<file path="config.mk">
export PLATFORM = sky130hd
export DESIGN_NAME = if_stage_flat
export DESIGN_NICKNAME = d
export VERILOG_FILES = /design/src/rtl/if_stage_if.sv /design/src/rtl/if_stage.sv /design/src/flat_wrapper.sv
export SDC_FILE = /design/constraint.sdc
export NUM_CORES = 1
export LEC_CHECK = 0
export BUFFER_PORTS_ARGS = -buffer_cell sky130_fd_sc_hd__buf_2
export CAP_MARGIN = 10
export CORE_MARGIN = 2
export CORE_UTILIZATION = 40
export CTS_CLUSTER_SIZE = 24
export DETAILED_ROUTE_END_ITERATION = 10
export GPL_ROUTABILITY_DRIVEN = 1
export PLACE_DENSITY_LB_ADDON = 0.1
export SLEW_MARGIN = 20
export SYNTH_ARGS = -nofsm -noshare
export SYNTH_HDL_FRONTEND = slang
export SYNTH_SLANG_ARGS = --single-unit
</file>
<file path="constraint.sdc">
create_clock -name clk -period 6.4 [get_ports clk]
set_input_delay 1.6 -clock clk [delete_from_list [all_inputs] [get_ports clk]]
set_output_delay 1.6 -clock clk [all_outputs]
set_load 0.005 [all_outputs]
</file>
<file path="src/rtl/if_stage_if.sv">
// Signal bundle between the fetch stage, the PC register, instruction memory and the ID stage.
// master is the fetch stage side; slave is the surrounding pipeline/memory side.
interface if_stage_if;
  logic [31:0] pc;
  logic        pc_stall;
  logic        imem_req;
  logic [31:0] imem_addr;
  logic        imem_ready;
  logic [31:0] imem_rdata;
  logic        id_stall;
  logic        flush;
  logic        ifid_valid;
  logic [31:0] ifid_instr;
  logic [31:0] ifid_pc4;

  modport master (
    input  pc, imem_ready, imem_rdata, id_stall, flush,
    output pc_stall, imem_req, imem_addr, ifid_valid, ifid_instr, ifid_pc4
  );

  modport slave (
    output pc, imem_ready, imem_rdata, id_stall, flush,
    input  pc_stall, imem_req, imem_addr, ifid_valid, ifid_instr, ifid_pc4
  );
endinterface

</file>
<file path="src/rtl/if_stage.sv">
// Instruction fetch stage: req/ready fetch from the registered PC into the IF/ID register,
// with a one-entry skid for ID back-pressure and a drain state for flushed requests.
module if_stage #(
  parameter logic [31:0] RESET_PC4 = 32'h0000_0000
) (
  input logic         clk,
  input logic         rst,
  if_stage_if.master  io_bus
);

  typedef enum logic [1:0] {
    StIdle  = 2'd0,
    StFetch = 2'd1,
    StHold  = 2'd2,
    StDrain = 2'd3
  } state_t;

  state_t      r_state;
  state_t      w_state_next;

  logic        r_ifid_valid;
  logic [31:0] r_ifid_instr;
  logic [31:0] r_ifid_pc4;
  logic [31:0] r_skid_instr;
  logic [31:0] r_skid_pc4;
  logic [31:0] r_drain_addr;

  logic        w_accept;
  logic        w_consume;
  logic        w_capture;
  logic [31:0] w_cap_instr;
  logic [31:0] w_cap_pc4;
  logic        w_skid_load;
  logic        w_drain_load;
  logic [31:0] w_pc4;
  logic        w_imem_req;
  logic [31:0] w_imem_addr;
  logic        w_pc_stall;

  assign w_pc4     = io_bus.pc + 32'd4;
  assign w_accept  = io_bus.imem_ready & ~(r_ifid_valid & io_bus.id_stall);
  assign w_consume = r_ifid_valid & ~io_bus.id_stall;

  always_comb begin
    w_state_next = r_state;
    w_capture    = 1'b0;
    w_cap_instr  = io_bus.imem_rdata;
    w_cap_pc4    = w_pc4;
    w_skid_load  = 1'b0;
    w_drain_load = 1'b0;
    w_imem_req   = 1'b0;
    w_imem_addr  = io_bus.pc;
    // A flush always lets the PC load the redirect target.
    w_pc_stall   = ~io_bus.flush;

    case (r_state)
      StIdle: begin
        w_state_next = StFetch;
      end
      StFetch: begin
        w_imem_req = 1'b1;
        if (io_bus.flush) begin
          if (!io_bus.imem_ready) begin
            w_drain_load = 1'b1;
            w_state_next = StDrain;
          end
        end else if (w_accept) begin
          w_capture  = 1'b1;
          w_pc_stall = 1'b0;
        end else if (io_bus.imem_ready) begin
          w_skid_load  = 1'b1;
          w_state_next = StHold;
        end
      end
      StHold: begin
        if (io_bus.flush) begin
          w_state_next = StFetch;
        end else if (!io_bus.id_stall) begin
          w_capture    = 1'b1;
          w_cap_instr  = r_skid_instr;
          w_cap_pc4    = r_skid_pc4;
          w_pc_stall   = 1'b0;
          w_state_next = StFetch;
        end
      end
      StDrain: begin
        // Keep presenting the abandoned address until memory completes it.
        w_imem_req  = 1'b1;
        w_imem_addr = r_drain_addr;
        if (io_bus.imem_ready) begin
          w_state_next = StFetch;
        end
      end
      default: begin
        w_state_next = StIdle;
      end
    endcase
  end

  always_ff @(posedge clk or posedge rst) begin
    if (rst) begin
      r_state <= StIdle;
    end else begin
      r_state <= w_state_next;
    end
  end

  // Flush outranks a new capture, which outranks a plain consume.
  always_ff @(posedge clk or posedge rst) begin
    if (rst) begin
      r_ifid_valid <= 1'b0;
      r_ifid_instr <= 32'h0000_0000;
      r_ifid_pc4   <= RESET_PC4;
    end else if (io_bus.flush) begin
      r_ifid_valid <= 1'b0;
    end else if (w_capture) begin
      r_ifid_valid <= 1'b1;
      r_ifid_instr <= w_cap_instr;
      r_ifid_pc4   <= w_cap_pc4;
    end else if (w_consume) begin
      r_ifid_valid <= 1'b0;
    end
  end

  always_ff @(posedge clk or posedge rst) begin
    if (rst) begin
      r_skid_instr <= 32'h0000_0000;
      r_skid_pc4   <= 32'h0000_0000;
      r_drain_addr <= 32'h0000_0000;
    end else begin
      if (w_skid_load) begin
        r_skid_instr <= io_bus.imem_rdata;
        r_skid_pc4   <= w_pc4;
      end
      if (w_drain_load) begin
        r_drain_addr <= io_bus.pc;
      end
    end
  end

  assign io_bus.imem_req   = w_imem_req;
  assign io_bus.imem_addr  = w_imem_addr;
  assign io_bus.pc_stall   = w_pc_stall;
  assign io_bus.ifid_valid = r_ifid_valid;
  assign io_bus.ifid_instr = r_ifid_instr;
  assign io_bus.ifid_pc4   = r_ifid_pc4;

endmodule
</file>
<file path="src/flat_wrapper.sv">
// flat-port wrapper written by rule: the top's interface ports become plain ports
module if_stage_flat 
#(
  parameter logic [31:0] RESET_PC4 = 32'h0000_0000
)
  (clk, rst, io_bus_pc, io_bus_imem_ready, io_bus_imem_rdata, io_bus_id_stall, io_bus_flush, io_bus_pc_stall, io_bus_imem_req, io_bus_imem_addr, io_bus_ifid_valid, io_bus_ifid_instr, io_bus_ifid_pc4);
  if_stage_if io_bus_i ();
  input logic clk;
  input logic rst;
  input wire logic [$bits(io_bus_i.pc)-1:0] io_bus_pc;
  input wire logic [$bits(io_bus_i.imem_ready)-1:0] io_bus_imem_ready;
  input wire logic [$bits(io_bus_i.imem_rdata)-1:0] io_bus_imem_rdata;
  input wire logic [$bits(io_bus_i.id_stall)-1:0] io_bus_id_stall;
  input wire logic [$bits(io_bus_i.flush)-1:0] io_bus_flush;
  output wire logic [$bits(io_bus_i.pc_stall)-1:0] io_bus_pc_stall;
  output wire logic [$bits(io_bus_i.imem_req)-1:0] io_bus_imem_req;
  output wire logic [$bits(io_bus_i.imem_addr)-1:0] io_bus_imem_addr;
  output wire logic [$bits(io_bus_i.ifid_valid)-1:0] io_bus_ifid_valid;
  output wire logic [$bits(io_bus_i.ifid_instr)-1:0] io_bus_ifid_instr;
  output wire logic [$bits(io_bus_i.ifid_pc4)-1:0] io_bus_ifid_pc4;
  assign io_bus_i.pc = io_bus_pc;
  assign io_bus_i.imem_ready = io_bus_imem_ready;
  assign io_bus_i.imem_rdata = io_bus_imem_rdata;
  assign io_bus_i.id_stall = io_bus_id_stall;
  assign io_bus_i.flush = io_bus_flush;
  assign io_bus_pc_stall = io_bus_i.pc_stall;
  assign io_bus_imem_req = io_bus_i.imem_req;
  assign io_bus_imem_addr = io_bus_i.imem_addr;
  assign io_bus_ifid_valid = io_bus_i.ifid_valid;
  assign io_bus_ifid_instr = io_bus_i.ifid_instr;
  assign io_bus_ifid_pc4 = io_bus_i.ifid_pc4;
  if_stage #(.RESET_PC4(RESET_PC4)) u_core (.clk(clk), .rst(rst), .io_bus(io_bus_i));
endmodule
</file>
# [After elaboration in Yosys (flattened, before gate mapping)]
# Cells that the tools add are included.
[classes] n_mux=34 n_addsub=1 reduce_logical=5 eq_ne=8 n_bitwise=6
[op_table] operator="32-bit 2-to-1 mux" n=5
[op_table] operator="32-bit by 3-bit adder with 32-bit output (second input constant)" n=1
[op_table] operator="1-bit 2-to-1 mux" n=19
[op_table] operator="2-bit 2-to-1 mux" n=7
[op_table] operator="3-bit inequality test (second input constant)" n=4
[op_table] operator="2-bit one-hot mux with 4 select lines" n=1
[op_table] operator="5-bit AND reduction" n=1
[op_table] operator="2-bit equality test (second input constant)" n=2
[op_table] operator="1-bit one-hot mux with 2 select lines" n=2
[op_table] operator="1-bit bitwise AND" n=3
[op_table] operator="1-bit inverter" n=3
[op_table] operator="3-bit nonzero test" n=1
[op_table] operator="2-bit by 1-bit equality test with 1-bit output (second input constant)" n=1
[op_table] operator="2-bit zero test" n=1
[op_table] operator="2-bit inequality test (second input constant)" n=1
[op_table] operator="2-bit AND reduction" n=1
[op_table] operator="2-bit OR reduction" n=1
[totals] input_bits=69 out_inout_bits=99 ff_bits=163 elab_cells=61

# [Depth between registers and ports, before layout]
# Gate-level depths: netlist (run 1).
[depth] word_depth=8 ltp_mapped=8 depth_no_buf=7

# [Least setup slack after synthesis (run 1)]
# Ideal clock, no wire load.
[synth_path] path_type="in2out" start="input port io_bus_id_stall" end="output port io_bus_pc_stall" required_ns=4.800 n_path_buf=1 t_arrival_ns=2.064 stages=3 slack_ns=2.736 cell_sequence="clkbuf_1 -> a211oi_1 -> nor2_1"
[synth_between] elab_chain_cells=6 elab_cells_between_ends=8 cone_classes="5 x mux; 3 x bitwise"
[synth_rtl] item="start, declared" line="flat_wrapper.sv:13" text="input wire logic [$bits(io_bus_i.id_stall)-1:0] io_bus_id_stall;"
[synth_rtl] item="1-bit bitwise AND" line="if_stage.sv:41" text="assign w_accept = io_bus.imem_ready & ~(r_ifid_valid & io_bus.id_stall);"
[synth_rtl] item="1-bit inverter" line="if_stage.sv:41"
[synth_rtl] item="1-bit bitwise AND" line="if_stage.sv:41"
[synth_rtl] item="1-bit 2-to-1 mux" line="if_stage.sv:67" text="end else if (w_accept) begin"
[synth_rtl] item="1-bit 2-to-1 mux" line="if_stage.sv:62" text="if (io_bus.flush) begin"
[synth_rtl] item="1-bit one-hot mux with 2 select lines (*)" line="if_stage.sv:56" text="case (r_state)"
[synth_rtl] item="end, declared" line="flat_wrapper.sv:15" text="output wire logic [$bits(io_bus_i.pc_stall)-1:0] io_bus_pc_stall;"
# Every way passes the cells marked *; elsewhere a longest branch is shown, timed or not.

# [Worst setup path after layout (run 1)]
[layout_path] start="register u_core.r_state[0]" end="output port io_bus_imem_addr[31]"
[layout_between] elab_chain_cells=2
[layout_rtl] item="start, declared" line="if_stage.sv:18" text="state_t r_state;"
[layout_rtl] item="start signal, assigned" line="if_stage.sv:102" text="r_state <= StIdle;"
[layout_rtl] item="start signal, assigned" line="if_stage.sv:104" text="r_state <= w_state_next;"
[layout_rtl] item="2-bit equality test" line="if_stage.sv:56"
[layout_rtl] item="32-bit 2-to-1 mux" line="if_stage.sv:56"
[layout_rtl] item="end, declared" line="flat_wrapper.sv:17" text="output wire logic [$bits(io_bus_i.imem_addr)-1:0] io_bus_imem_addr;"
# Every way passes these cells.

==> summary.md, run 1 <==
| Metric | Value |
|---|---|
| Reg2Reg Capture Point | `u_core.r_skid_pc4[11]` |
| Relative slew slack | `30.8%` |
| Warnings, synthesis | `0` |
| Die Y | `142 um` |
| Core footprint | `18700 um^2` |
| R2R Path Start | `u_core.r_state[1]` |
| Cell taking the most area after synthesis | `dfrtp_1` |
| CP Launch Type | `flip-flop` |
| Hold/Removal Path Class | `reg -> reg` |
| Post-synth EDFFs | `0` |
| Register Area | `4080 um^2` |
| DR iter-0 viols | `255` |
| R2R cell count | `8` |
| Worst Skew | `0.00652 ns` |
| Drt wl/cell | `16.3 um` |
| Top FF cell, synth | `dfrtp_1` |
| # Post-CTS Setup Buffers | `0` |
| H-tree Lvls | `4` |
| Hold_buf cts | `0` |
| Row count | `50` |
| Max-Cap Viols | `0` |
| Met3 WL | `981 um` |
| Worst-path fanout max | `37` |
| DRT Pass-1 Iters | `6` |
| Antenna violations before repair | `0` |
| Max Clk Rate | `0.260 GHz` |
| DIE WIDTH | `142 um` |
| First-pass GRT wire length | `29900 um` |
| Total CTS buffers | `17` |
| Port buffer count | `167` |
| Detailed Place HPWL | `12500 um` |
| Synth cell types | `45` |
| Worst Hold Launch | `u_core.io_bus.ifid_pc4[7]` |
| Mapped Nets | `809` |
| Vias in the first global route | `5897` |
| Worst Hold End | `u_core.io_bus.ifid_pc4[7]` |
| Hold Crit Depth | `2` |
| Worst Path Arrival | `2.25 ns` |
| Fillers | `1751` |
| Routability cong. | `0.847` |
| TritonCTS clock tree | `built` |
| Hold Fails Final Rpt | `0` |
| Worst Setup End Kind | `output port` |
| Worst-path clk slew | `0.06 ns` |
| Post-synthesis sequential area ratio | `53.6%` |
| Highest layer used for signal routing | `met4` |
| Crit share post-route | `60.2%` |
| Mean Syn Cell Area | `10.3 um^2` |
| Actual slew at the worst max-slew pin | `1.04 ns` |
| Clock Latency Late Sink | `0.41 ns` |
| Final Max Slew Viols | `0` |
| Design Power | `4.05 mW` |
| Final WL | `18400 um` |
| Final setup fails | `0` |
| Area of the multi-input gates | `3330 um^2` |
| Die area | `20100 um^2` |
| Via Count | `5855` |
| Post-Synthesis Cells | `736` |
| Initial core utilization | `40.7%` |
| Hold_ws | `0.476 ns` |
| Cell area after synthesis | `7610 um^2` |
| Worst reg2reg setup slack | `3.52 ns` |
| Total gr overflow | `0` |
| Routed met2 length | `8420 um` |
| Share of cells above drive strength 1 | `35.8%` |
| Largest net degree at the start of global routing | `76` |
| CTS root buffer | `clkbuf_16` |
| Critical Path RT | `4.80 ns` |
| Clk buf depth | `2` |
| M1 WL | `8740 um` |
| PD cells | `436 nW/um^2` |
| Post-synth top area share | `53.6%` |
| I/O pin count | `168` |
| Asr flop ratio synth | `100%` |
| Kind of critical path | `reg -> out` |
| Seq cells post-synth | `163` |
| Drt drc | `0` |
| TNS Setup | `0 ns` |
| Antenna cells | `0` |
| Remaining antenna violation count after routing | `0` |
| Fin crit period | `3.85 ns` |
| Net count, final | `954` |
| Leakage power figure | `4.30 nW` |
| RSZ-0062 raised after global routing | `false` |
| Largest cells by area after synthesis | `dfrtp_1 (54%), mux2_2 (15%), nand2_1 (5.3%)` |
| Status | `complete, no violations` |
| Peak VDD IR | `0.182 mV` |
| CTS-repair resized insts | `0` |
| Synth-to-layout area growth | `22.0%` |
| Total track usage | `18.8%` |
| Via density | `5.19` |
| Clock sinks | `163` |
logic make-up (layout without fill, tap and decap cells):
kind of cell / count (synthesis) / in the layout / synth area share (%)
AO/OA/AOI/OAI: 133 / 133 / 10.2
buffers and inverters: 57 / 215 / 3.01
XOR/XNOR: 23 / 23 / 2.75
multiplexers: 99 / 99 / 14.6
flip-flops: 163 / 163 / 53.6
adder cells (fa/ha/maj): 4 / 4 / 0.658
AND/OR/NAND/NOR: 257 / 257 / 15.1
synth_stat cells, types with 2 or more instances:
master,count
and3_1,2
nor3_1,13
a31oi_1,39
nand3_1,20
buf_1,2
o21ai_0,34
buf_2,6
nand4_1,10
and3_2,2
nand3b_1,2
nand2_1,108
or4_4,2
inv_1,8
o211ai_1,6
nor2b_1,4
a21boi_0,2
dfrtp_1,163
or3_1,2
xnor2_1,9
o21a_1,3
a21o_1,2
clkbuf_1,40
mux2_2,98
a21oi_1,35
ha_1,4
nor2_1,81
nor4_1,2
o22ai_1,8
xor2_1,13
worst max-delay path, cell delays in order, from the launching register on:
cell	delay, ns
dfrtp_1	0.40
ha_2	0.86
mux2_2	0.43
buf_2	0.13
metal layers:
| layer | vias to the layer above | GRT usage (%) |
|---|---|---|
| li1 | 2868 | - |
| met5 | - | 0 |
| met4 | 0 | 6.84 |
| met1 | 2808 | 24.8 |
| met2 | 165 | 30.5 |
| met3 | 14 | 4.45 |
per-stage QoR:
| stage | cells | setup slack (ns) | utilization (%) | area [um^2] |
|---|---|---|---|---|
| after floorplan | 736 | 0.395 | - | 7610 |
| after global placement | 1096 | 2.53 | 46.2 | 8640 |
| after detailed placement | 1096 | 2.48 | 46.2 | 8640 |
| after CTS | 1128 | 2.50 | 49.6 | 9280 |
| after global routing | 1128 | 2.40 | 49.6 | 9280 |
| final | 1128 | 2.55 | 49.6 | 9280 |
power breakdown:
part           internal, mW  switching (mW)  total, mW
clock network         0.687           0.416       1.10
logic                 0.655           0.563       1.22
registers              1.49           0.236       1.73
worst max path at each step:
stage	start	to	cells past startpoint
floorplan	rst	u_core.io_bus.ifid_instr[0]	1
global placement	io_bus_id_stall	u_core.r_skid_pc4[8]	5
detailed placement	io_bus_id_stall	u_core.r_skid_instr[31]	5
CTS	u_core.r_state[0]	io_bus_imem_addr[31]	3
global route	u_core.r_state[0]	io_bus_imem_addr[7]	3
finish	u_core.r_state[0]	io_bus_imem_addr[31]	3
cell usage in the layout, fill, tap and decap left out, drive strengths merged, types with 4 or more instances in the layout:
cell type,Yosys,final
nand4,11,11
o211ai,6,6
a31oi,39,39
a21oi,35,35
dfrtp,163,163
mux2,98,98
and3,4,4
nand2,108,108
o22ai,8,8
inv,8,9
xnor2,10,10
buf,9,175
nor2,81,81
bufinv,0,4
clkbuf,40,21
nor3,13,13
ha,4,4
nand3,20,20
nor2b,4,4
xor2,13,13
o21ai,34,34
flip-flops by register name, indices dropped and copies added, names as in the netlist:
signal,count
u_core.r_drain_addr,32
u_core.r_state,2
u_core.r_skid_instr,32
u_core.io_bus.ifid_valid,1
u_core.io_bus.ifid_pc4,32
u_core.r_skid_pc4,32
u_core.io_bus.ifid_instr,32
layout make-up:
class                      count  share of cell area, %
multi-input combinational    516                   35.9
clock buffer                  21                   5.07
inverter                       8                  0.377
timing repair buffer         175                   9.65
sequential                   163                   43.9
clock inverter                11                   1.87
tap                          234                   3.15
No activity file was read; power rests on OpenSTA's default activity.
==> run 2, diff against run 1 <==
Clock period 6.4 ns to 3.6 ns, I/O delays scaled along.
==> summary.md, run 2 (synthesis results as in run 1) <==
| Metric | Value |
|---|---|
| Port buffer count | `167` |
| Routability cong. | `0.797` |
| Drt wl/cell | `16.6 um` |
| Core footprint | `18700 um^2` |
| DIE WIDTH | `142 um` |
| Delay of the slowest critical-path stage | `0.41 ns` |
| Worst Path Arrival | `1.97 ns` |
| Max Clk Rate | `0.348 GHz` |
| Actual slew at the worst max-slew pin | `0.916 ns` |
| Critical Path RT | `2.70 ns` |
| # Post-CTS Setup Buffers | `0` |
| Final setup fails | `0` |
| Clock Latency Late Sink | `0.42 ns` |
| Final WL | `18800 um` |
| Leakage power figure | `4.33 nW` |
| Antenna cells | `0` |
| Detailed Place HPWL | `12600 um` |
| Largest net degree at the start of global routing | `164` |
| Slowest cell on the critical path | `buf_4` |
| Die Y | `142 um` |
| H-tree Lvls | `4` |
| Reg2Reg Capture Point | `u_core.io_bus.ifid_pc4[10]` |
| Drt drc | `0` |
| Worst-path fanout max | `37` |
| Relative slew slack | `38.9%` |
| TNS Setup | `0 ns` |
| R2R cell count | `7` |
| Hold Crit Depth | `2` |
| TritonCTS clock tree | `built` |
| CP cell instances | `ha_2 -> buf_4 -> mux2_2 -> buf_2` |
| Hold Fails Final Rpt | `0` |
| CTS-repair resized insts | `0` |
| Commonest non-fill, non-tap cell in the layout | `buf_2` |
| Worst Hold End | `u_core.io_bus.ifid_pc4[7]` |
| Kind of critical path | `reg -> out` |
| Antenna violations before repair | `0` |
| Worst Hold Launch | `u_core.io_bus.ifid_pc4[7]` |
| R2R Path Start | `u_core.r_state[1]` |
| Total CTS buffers | `17` |
| DR iter-0 viols | `293` |
| Clk buf depth | `2` |
| Hold_buf cts | `0` |
| Total track usage | `19.4%` |
| CTS root buffer | `clkbuf_16` |
| Fin crit period | `2.87 ns` |
| Worst Skew | `0.00791 ns` |
| Status | `complete, no violations` |
| Most frequent cells in the layout | `buf_2 (167), dfrtp_1 (163), nand2_1 (108), mux2_2 (98), nor2_1 (81)` |
| Die area | `20100 um^2` |
| Hold/Removal Path Class | `reg -> reg` |
| Net count, final | `958` |
| Peak VDD IR | `0.337 mV` |
| Worst-path clk slew | `0.06 ns` |
| Worst Setup End Kind | `output port` |
| Total gr overflow | `0` |
| PD cells | `772 nW/um^2` |
| CP Launch Type | `flip-flop` |
| I/O pin count | `168` |
| Via density | `5.23` |
| Final Max Slew Viols | `0` |
| Worst reg2reg setup slack | `1.22 ns` |
| Row count | `50` |
| Remaining antenna violation count after routing | `0` |
| Max-Cap Viols | `0` |
| Initial core utilization | `40.7%` |
| RSZ-0062 raised after global routing | `false` |
| Vias in the first global route | `5922` |
| Share of cells above drive strength 1 | `36.0%` |
| Finished Core Util | `49.8%` |
| Synth-to-layout area growth | `22.5%` |
| First-pass GRT wire length | `30700 um` |
| Via Count | `5910` |
| Clock sinks | `163` |
| Crit share post-route | `79.8%` |
| DRT Pass-1 Iters | `5` |
run 2: changes by cell type in the layout (fill, tap and decap cells not counted), sizes merged:
cell	delta
buf	+4
clkinv	+3
clkbuf	-2
clkinvlp	-2
run 2: power by group:
group | switching, mW | leakage, nW | internal [mW]
sequential | 0.423 | 2.02 | 2.65
combinational | 1.01 | 2.00 | 1.17
clock | 0.738 | 0.314 | 1.20
run 2: worst max path at each step:
stage | end | cells after the start | from
6_report | io_bus_imem_addr[9] | 4 | u_core.r_state[0]
3_3_place_gp | u_core.io_bus.ifid_pc4[22] | 7 | io_bus_pc[2]
5_1_grt | io_bus_imem_addr[7] | 4 | u_core.r_state[0]
2_1_floorplan | u_core.io_bus.ifid_instr[0] | 1 | rst
3_5_place_dp | u_core.io_bus.ifid_pc4[22] | 7 | io_bus_pc[2]
4_1_cts | io_bus_imem_addr[9] | 4 | u_core.r_state[0]
run 2: through the flow:
step | setup slack (ns) | power, mW | instance area, um^2 | cells | hold WS (ns)
3_3_place_gp | 0.901 | 5.22 | 8690 | 1100 | 0.464
6_report | 0.729 | 7.19 | 9320 | 1131 | 0.478
5_1_grt | 0.615 | 7.71 | 9320 | 1131 | 0.499
4_1_cts | 0.677 | 7.30 | 9320 | 1131 | 0.479
2_1_floorplan | 0.629 | 4.34 | 7610 | 736 | 0.450
3_5_place_dp | 0.843 | 5.33 | 8690 | 1100 | 0.464
run 2: layer usage:
layer | track usage [%] | part of all wire, % | up-vias
li1 | - | - | 2861
met1 | 25.8 | 46 | 2853
met2 | 31.4 | 47 | 177
met3 | 4.52 | 5.2 | 19
met4 | 6.26 | 1.3 | 0
met5 | 0 | 0 | -
run 2: final cells by class:
cell class	count	area, um^2
Inverter	8	33.8
Fill cell	1725	9390
Multi-Input combinational cell	516	3330
Timing Repair Buffer	179	951
Tap cell	234	293
Clock buffer	19	453
Clock inverter	12	179
Sequential cell	163	4080
run 2: critical path, delay by kind of cell, from the launching register on:
kind / cells / cell delay, ns
flops: 1 / 0.40
mux: 1 / 0.40
buf+inv: 2 / 0.54
fa+ha+maj: 1 / 0.18
